===== config.mk =====
export PLATFORM = sky130hd
export DESIGN_NAME = prbs_word_generator
export DESIGN_NICKNAME = d
export VERILOG_FILES = /design/src/rtl/prbs_word_generator.sv
export SDC_FILE = /design/constraint.sdc
export NUM_CORES = 1
export LEC_CHECK = 0
export ABC_AREA = 1
export CAP_MARGIN = 10
export CORE_MARGIN = 5
export CORE_UTILIZATION = 45
export DETAILED_ROUTE_END_ITERATION = 8
export HOLD_SLACK_MARGIN = 0.12
export PLACE_DENSITY = 0.65
export SLEW_MARGIN = 15
export SYNTH_ARGS = -nofsm -noshare
export SYNTH_HDL_FRONTEND = slang
export SYNTH_SLANG_ARGS = --single-unit

===== constraint.sdc =====
create_clock -name clk -period 5.38 [get_ports clk]
set_input_delay 0.538 -clock clk [delete_from_list [all_inputs] [get_ports clk]]
set_output_delay 0.538 -clock clk [all_outputs]
set_load 0.02 [all_outputs]

===== src/rtl/prbs_word_generator.sv =====
// Parallel PRBS7/15/23/31 word source with valid/ready output, restart, word counter and zero-lock guard.
// Optional one-shot bit-0 error injection is compiled in when PRBS_ERR_INJECT_EN is defined.
module prbs_word_generator #(
   parameter int          DATA_W = 8,
   parameter logic [30:0] SEED   = 31'h7FFF_FFFF,
   parameter int          CNT_W  = 32
) (
   input  logic              clk,
   input  logic              rst,
   input  logic              enable,
   input  logic [1:0]        mode,
   input  logic              restart,
   output logic [DATA_W-1:0] out_data,
   output logic              out_valid,
   input  logic              out_ready,
   output logic [CNT_W-1:0]  word_count,
   input  logic              inj_req,
   output logic              inj_pending,
   output logic [1:0]        fsm_state
);

   // Handshake: a word transfers on every rising clk edge where out_valid & out_ready are both 1;
   // while out_valid & !out_ready the word, the LFSR and word_count stay frozen.

   typedef enum logic [1:0] {
      IDLE = 2'd0,
      LOAD = 2'd1,
      RUN  = 2'd2
   } state_t;

   typedef struct packed {
      logic [DATA_W-1:0] word;
      logic [30:0]       state;
   } step_t;

   function automatic logic [30:0] poly_mask(input logic [1:0] m);
      logic [30:0] r;
      case (m)
         2'd0:    r = 31'h0000_007F;
         2'd1:    r = 31'h0000_7FFF;
         2'd2:    r = 31'h007F_FFFF;
         default: r = 31'h7FFF_FFFF;
      endcase
      return r;
   endfunction

   // A seed whose low N bits are all zero would lock the register, so it is replaced by 1.
   function automatic logic [30:0] seed_for(input logic [1:0] m);
      logic [30:0] masked;
      masked = SEED & poly_mask(m);
      return (masked == 31'd0) ? 31'd1 : masked;
   endfunction

   function automatic logic step_bit(input logic [30:0] s, input logic [1:0] m);
      logic b;
      case (m)
         2'd0:    b = s[6]  ^ s[5];
         2'd1:    b = s[14] ^ s[13];
         2'd2:    b = s[22] ^ s[17];
         default: b = s[30] ^ s[27];
      endcase
      return b;
   endfunction

   // DATA_W serial steps unrolled; word bit i is the bit produced by step i.
   function automatic step_t step_word(input logic [30:0] s_in, input logic [1:0] m);
      step_t       r;
      logic [30:0] s;
      logic        b;
      s      = s_in;
      r.word = '0;
      for (int i = 0; i < DATA_W; i++) begin
         b         = step_bit(s, m);
         r.word[i] = b;
         s         = {s[29:0], b};
      end
      r.state = s;
      return r;
   endfunction

   state_t            state;
   logic [1:0]        mode_q;
   logic [30:0]       lfsr;
   logic [DATA_W-1:0] data_q;
   step_t             run_step;
   step_t             load_step;
   logic              accept;
   logic              zero_lock;

   assign run_step  = step_word(lfsr, mode_q);
   assign load_step = step_word(seed_for(mode), mode);
   assign accept    = out_valid & out_ready;
   assign zero_lock = ((lfsr & poly_mask(mode_q)) == 31'd0);
   assign fsm_state = state;

   always_ff @(posedge clk or posedge rst) begin
      if (rst) begin
         state      <= IDLE;
         mode_q     <= 2'd0;
         lfsr       <= SEED;
         data_q     <= '0;
         out_valid  <= 1'b0;
         word_count <= '0;
      end else begin
         case (state)
            IDLE: begin
               out_valid <= 1'b0;
               if (enable) state <= LOAD;
            end
            // The first word is produced from the seed on the edge that leaves LOAD.
            LOAD: begin
               if (!enable) begin
                  state     <= IDLE;
                  out_valid <= 1'b0;
               end else begin
                  mode_q     <= mode;
                  lfsr       <= load_step.state;
                  data_q     <= load_step.word;
                  word_count <= '0;
                  out_valid  <= 1'b1;
                  state      <= RUN;
               end
            end
            RUN: begin
               if (accept) word_count <= word_count + CNT_W'(1);
               if (!enable) begin
                  state     <= IDLE;
                  out_valid <= 1'b0;
               end else if (restart || (mode != mode_q)) begin
                  state     <= LOAD;
                  out_valid <= 1'b0;
               end else if (zero_lock) begin
                  lfsr <= seed_for(mode_q);
                  if (accept) out_valid <= 1'b0;
               end else if (!out_valid || accept) begin
                  data_q    <= run_step.word;
                  lfsr      <= run_step.state;
                  out_valid <= 1'b1;
               end
            end
            default: begin
               state     <= IDLE;
               out_valid <= 1'b0;
            end
         endcase
      end
   end

`ifdef PRBS_ERR_INJECT_EN
   logic inj_q;

   // An accept consumes the armed error; a request on that same edge arms the following word.
   always_ff @(posedge clk or posedge rst) begin
      if (rst) begin
         inj_q <= 1'b0;
      end else if (accept) begin
         inj_q <= inj_req;
      end else if (inj_req) begin
         inj_q <= 1'b1;
      end
   end

   assign out_data    = data_q ^ {{(DATA_W-1){1'b0}}, inj_q};
   assign inj_pending = inj_q;
`else
   logic unused_inj;
   assign unused_inj  = inj_req;
   assign out_data    = data_q;
   assign inj_pending = 1'b0;
`endif

endmodule


==> results of run 1 <==
[flip-flops by register name, summed over array words and instances (netlist names)]
name and flops:
mode_q 2, fsm_state 2, out_valid 1, out_data 8, word_count 32, lfsr 31
[worst paths after layout]
| kind | cells after the start | to | startpoint | slack (ns) |
|---|---|---|---|---|
| max | 14 | word_count[10] | fsm_state[0] | 2.73 |
| min | 2 | lfsr[4] | lfsr[4] | 0.48 |
| max reg2reg | 14 | word_count[10] | fsm_state[0] | 2.73 |
| min reg2reg | 2 | lfsr[4] | lfsr[4] | 0.48 |
| max in group asynchronous | 3 | out_data[3] | rst | 3.93 |
| min in group asynchronous | 3 | out_data[4] | rst | 0.77 |
[layout make-up]
| type | instances | area (µm²) |
|---|---|---|
| well taps | 140 | 175 |
| flip-flops and latches | 76 | 1940 |
| repair buffers | 51 | 505 |
| multi-input cells | 516 | 2520 |
| inverters | 79 | 302 |
| clock inverters | 4 | 47.5 |
| fillers | 1090 | 5100 |
| clock buffers | 12 | 155 |
[cells by family (layout without fill, tap and decap cells)]
| family | Yosys count | in the layout | share of synthesized area |
|---|---|---|---|
| simple gates | 391 | 391 | 0.357 |
| xor+xnor | 11 | 11 | 0.0198 |
| other cells | 1 | 1 | 0.000770 |
| fa+ha+maj | 8 | 8 | 0.0206 |
| buf+inv | 96 | 146 | 0.0845 |
| flops | 76 | 76 | 0.399 |
| compound gates | 105 | 105 | 0.119 |
[routing by layer]
layer | vias to the layer above | wire [µm] | GRT usage | part of all wire
li1 | 2333 | - | - | -
met1 | 2221 | 6450 | 0.324 | 0.50
met2 | 160 | 5530 | 0.292 | 0.42
met3 | 13 | 882 | 0.0324 | 0.068
met4 | 0 | 155 | 0.0586 | 0.012
met5 | - | 0 | 0 | 0
[report_power, final]
part	switching, mW	internal (mW)
Sequential	0.200	0.845
Combinational	1.04	0.510
Clock	0.224	0.239
Total	1.47	1.59
[metrics by stage]
step           utilization  area, µm²  std cells  power (mW)  setup WS, ns
2_1_floorplan            -       4870        688        2.21          2.95
3_3_place_gp         0.506       5440        862        2.56          2.59
3_5_place_dp         0.506       5440        862        2.59          2.59
4_1_cts              0.525       5640        878        3.06          2.72
5_1_grt              0.525       5640        878        3.33          2.52
6_report             0.525       5640        878        3.06          2.73
[critical path, cell delays in order, from the launching register on]
cell and delay (ns):
dfrtp_1 0.43, inv_1 0.08, ha_1 0.26, inv_6 0.18
nand2_1 0.07, o21ai_1 0.09, nand2_2 0.31, inv_2 0.31
nand2_1 0.14, nor2_1 0.14, nand2_1 0.09, nor2_2 0.16
nand2_1 0.07, nor2_1 0.10, nor3_1 0.06
[cells in the final DEF, fill, tap and decap left out, drive strengths merged, types with 21 or more instances in the layout]
master / count
nand3: 61
dfrtp: 45
o21ai: 69
dfstp: 31
clkdlybuf4s50: 49
nor2: 75
a21oi: 21
nor3: 24
inv: 79
nand2: 208
==> results.toml, run 1 <==
[yosys]
synth_ff_type = "dfrtp_1"
yosys-top-cells-count = "nand2_1 (204), inv_1 (71), nor2_1 (68), nand3_1 (60), o21ai_0 (47)"
syn_inst = 688
synth_area_leader_cell = "dfrtp_1"
synthesis.nets = 704
synth_top_area_frac = 0.231
synth.most_common_cell = "nand2_1"
syn_avg_cell_area_um2 = 7.08
synth_edf_count = 0
ys_seq_elements = 76
yosys_warnings = 0
ys_types = 42
syn_area_um2 = 4870
synth_area_leaders = "dfrtp_1 (23%), dfstp_2 (17%), nand2_1 (16%)"
async_flop_share = 1.00
ys_seq_area_frac = 0.399

[detailed_routing]
wl_mm = 13.0
drc = 0
drt_iter0_drc = 386
routed_via_density = 5.38
wire_per_inst_um = 14.8
num_vias = 4727
drt_first_pass_iters = 5
detail-route-antenna-nets = 0

[sta]
tns_ns = 0
finClkSkew_ns = 0.0159
hold_ws_ns = 0.481
final_max_slew_viol_count = 0
worstMarginPinSlew_ns = 0.974
setup_viol_count_final = 0
max_freq_mhz = 377
slew-limit-headroom = 0.351
rsz0062_at_grt = "false"
finalCritPeriodShare = 0.493
fin_crit_ns = 2.65
hold_viol_final = 0

[clocking]
postCtsHoldBufs = 0
numCtsBuffers = 9
clk_latency_ns = 0.36
cts.repair.resized = 0
cts_root_buf = "clkbuf_8"
clkSlewWorstSetupHoldPaths_ns = 0.08
cts_setup_buffers = 0
cts_buffer_depth = 2
cts_tree = "yes"
cts_max_level = 3
clock-sinks = 76

[placement]
place_congestion = 0.911
port_buffers = 49
dp.final_hpwl_mm = 9.50

[floorplan]
rows = 38
dieArea_um2 = 13000
dieHeight_um = 114
initial_core_util = 0.453
core_area_um2 = 10700
io_pins = 52
die_x_um = 114

[power_and_ir_drop]
p_leak_nw = 2.51
vdd_drop_max_mv = 0.234
powerDensity_nw_per_um2 = 543

[hold_path]
hold_class = "reg -> reg"

[outcome]
status = "completed"

[setup_path]
endpoint_kind = "flip-flop"
critPathLaunchType = "flip-flop"
required_ns = 5.60
worstPathMaxFanout = 24
critPathKind = "reg -> reg"
arrival_ns = 2.88

[cells_and_area]
diodes = 0
drive_gt1_frac = 0.104
syn2layout_area_growth_pct = 15.9
fin_nets = 749

[grt]
grt_overflow = 0
grt_pass1_wl_mm = 21.6
grtUsageTotal = 0.206
grt_max_degree = 77
first_global_vias = 4278
antenna_found_initial = 0

[run]
max_cap_violations = 0
Note: power is estimated with default switching activity, not from simulation.
==> run 2, diff against run 1 <==
- clock period: 5.38 -> 2.7 ns (I/O delays scaled with it)
==> run 2 against run 1 <==
Compared with the run above: final cell count increased by 0.68%; maximum frequency increased by 18%; register-to-register slack worse by 2.3 ns; critical path depth decreased by 3; critical endpoint is now lfsr[5]; sequential share of layout area fell by 0.40 points; critical path type unchanged; worst setup slack lost 2.3 ns; non-clock buffer count is 6 higher; combinational power up 100%; final area up 1.2%; via count rose by 1.8%; global-route usage grew 1.0 points; power is 100% higher.
==> results.toml, run 2 (synthesis gave the netlist of run 1 again) <==
[outcome]
status = "completed"

[grt]
first_global_vias = 4483
grt_max_degree = 48
antenna_found_initial = 0
grt_pass1_wl_mm = 22.6
grt_overflow = 0
grtUsageTotal = 0.217

[floorplan]
initial_core_util = 0.453
rows = 38
dieHeight_um = 114
core_area_um2 = 10700
dieArea_um2 = 13000
io_pins = 52
die_x_um = 114

[clocking]
clkSlewWorstSetupHoldPaths_ns = 0.09
cts_max_level = 3
cts.repair.resized = 0
numCtsBuffers = 9
postCtsHoldBufs = 0
clk_latency_ns = 0.37
cts_root_buf = "clkbuf_8"
cts_tree = "yes"
clock-sinks = 76
cts_buffer_depth = 2
cts_setup_buffers = 0

[sta]
worstMarginPinSlew_ns = 0.609
fin_crit_ns = 2.24
tns_ns = 0
final_max_slew_viol_count = 0
setup_viol_count_final = 0
finClkSkew_ns = 0.0103
rsz0062_at_grt = "false"
hold_ws_ns = 0.257
max_freq_mhz = 446
finalCritPeriodShare = 0.830
slew-limit-headroom = 0.594
hold_viol_final = 0

[power_and_ir_drop]
vdd_drop_max_mv = 0.652
p_sw_mw = 2.94
p_int_mw = 3.23
p_comb_frac = 0.513
seqPwrFrac = 0.337
swShare = 0.476
powerDensity_nw_per_um2 = 1080
p_leak_nw = 2.54
power.share.clock = 0.151

[setup_path]
arrival_ns = 2.54
endpoint_kind = "flip-flop"
critPathKind = "reg -> reg"
required_ns = 3.00
ff2ff_path_depth = 11
worstPathMaxFanout = 28
critPathLaunchType = "flip-flop"

[hold_path]
hold_class = "in -> async"

[cells_and_area]
final_cell_mix = "nand2_1 (204), inv_1 (70), nor2_1 (68), nand3_1 (60), clkdlybuf4s50_1 (49)"
largest_register_ffs = 32
seq_area_um2 = 1940
drive_gt1_frac = 0.113
fin_nets = 755
multi_input_area_um2 = 2520
diodes = 0
largest-register = "word_count"
fillCellCount = 1091
final_core_util = 0.531
syn2layout_area_growth_pct = 17.2
layout_commonest_cell = "nand2_1"

[detailed_routing]
routed_via_density = 5.44
drt_first_pass_iters = 8
wl_mm = 13.3
detail-route-antenna-nets = 0
num_vias = 4810
wire_per_inst_um = 15.0
drc = 0
drt_iter0_drc = 490

[placement]
place_congestion = 0.945
dp.final_hpwl_mm = 9.79
port_buffers = 49

[run]
max_cap_violations = 0
[run 2: through the flow]
stage,power [mW],instance area (µm²),setup WS [ns],std cells
3_3_place_gp,5.16,5500,0.496,868
3_5_place_dp,5.21,5500,0.467,868
5_1_grt,6.74,5710,0.205,884
4_1_cts,6.18,5710,0.450,884
6_report,6.17,5710,0.459,884
2_1_floorplan,4.40,4870,0.543,688
[run 2: power groups by stage]
stage | Clock, mW | Combinational, mW | Sequential, mW
finish | 0.930 | 3.16 | 2.08
global route | 1.01 | 3.60 | 2.12
global placement | 0 | 3.09 | 2.07
floorplan | 0 | 2.35 | 2.05
CTS | 0.961 | 3.15 | 2.06
detailed placement | 0 | 3.14 | 2.07
[run 2: area by class of cell]
type | instances | area share
Sequential cell | 76 | 0.340
Tap cell | 140 | 0.0307
Clock inverter | 5 | 0.0105
Timing Repair Buffer | 57 | 0.0986
Inverter | 79 | 0.0528
Multi-Input combinational cell | 516 | 0.441
Clock buffer | 11 | 0.0265
[run 2: metal layers]
metal | vias up | global-route usage | part of all wire
li1 | 2355 | - | -
met1 | 2251 | 0.330 | 0.49
met2 | 180 | 0.311 | 0.42
met3 | 24 | 0.0440 | 0.068
met4 | 0 | 0.0602 | 0.017
met5 | - | 0 | 0
[run 2: final timing paths]
check	endpoint	slack, ns	from
max	lfsr[5]	0.46	fsm_state[0]
min	word_count[30]	0.26	rst
max reg2reg	lfsr[5]	0.46	fsm_state[0]
min reg2reg	lfsr[4]	0.47	lfsr[4]
max in group asynchronous	word_count[11]	1.63	rst
min in group clk	lfsr[4]	0.47	lfsr[4]
[run 2: critical path: stages, from the launching register on]
cell and delay, ns:
dfrtp_1 0.43, inv_1 0.10, ha_1 0.24, buf_4 0.28
nand2_1 0.09, nor2_1 0.24, nand2_1 0.15, nand2_4 0.12
buf_4 0.30, nand2_1 0.08, o21ai_1 0.08, inv_1 0.05
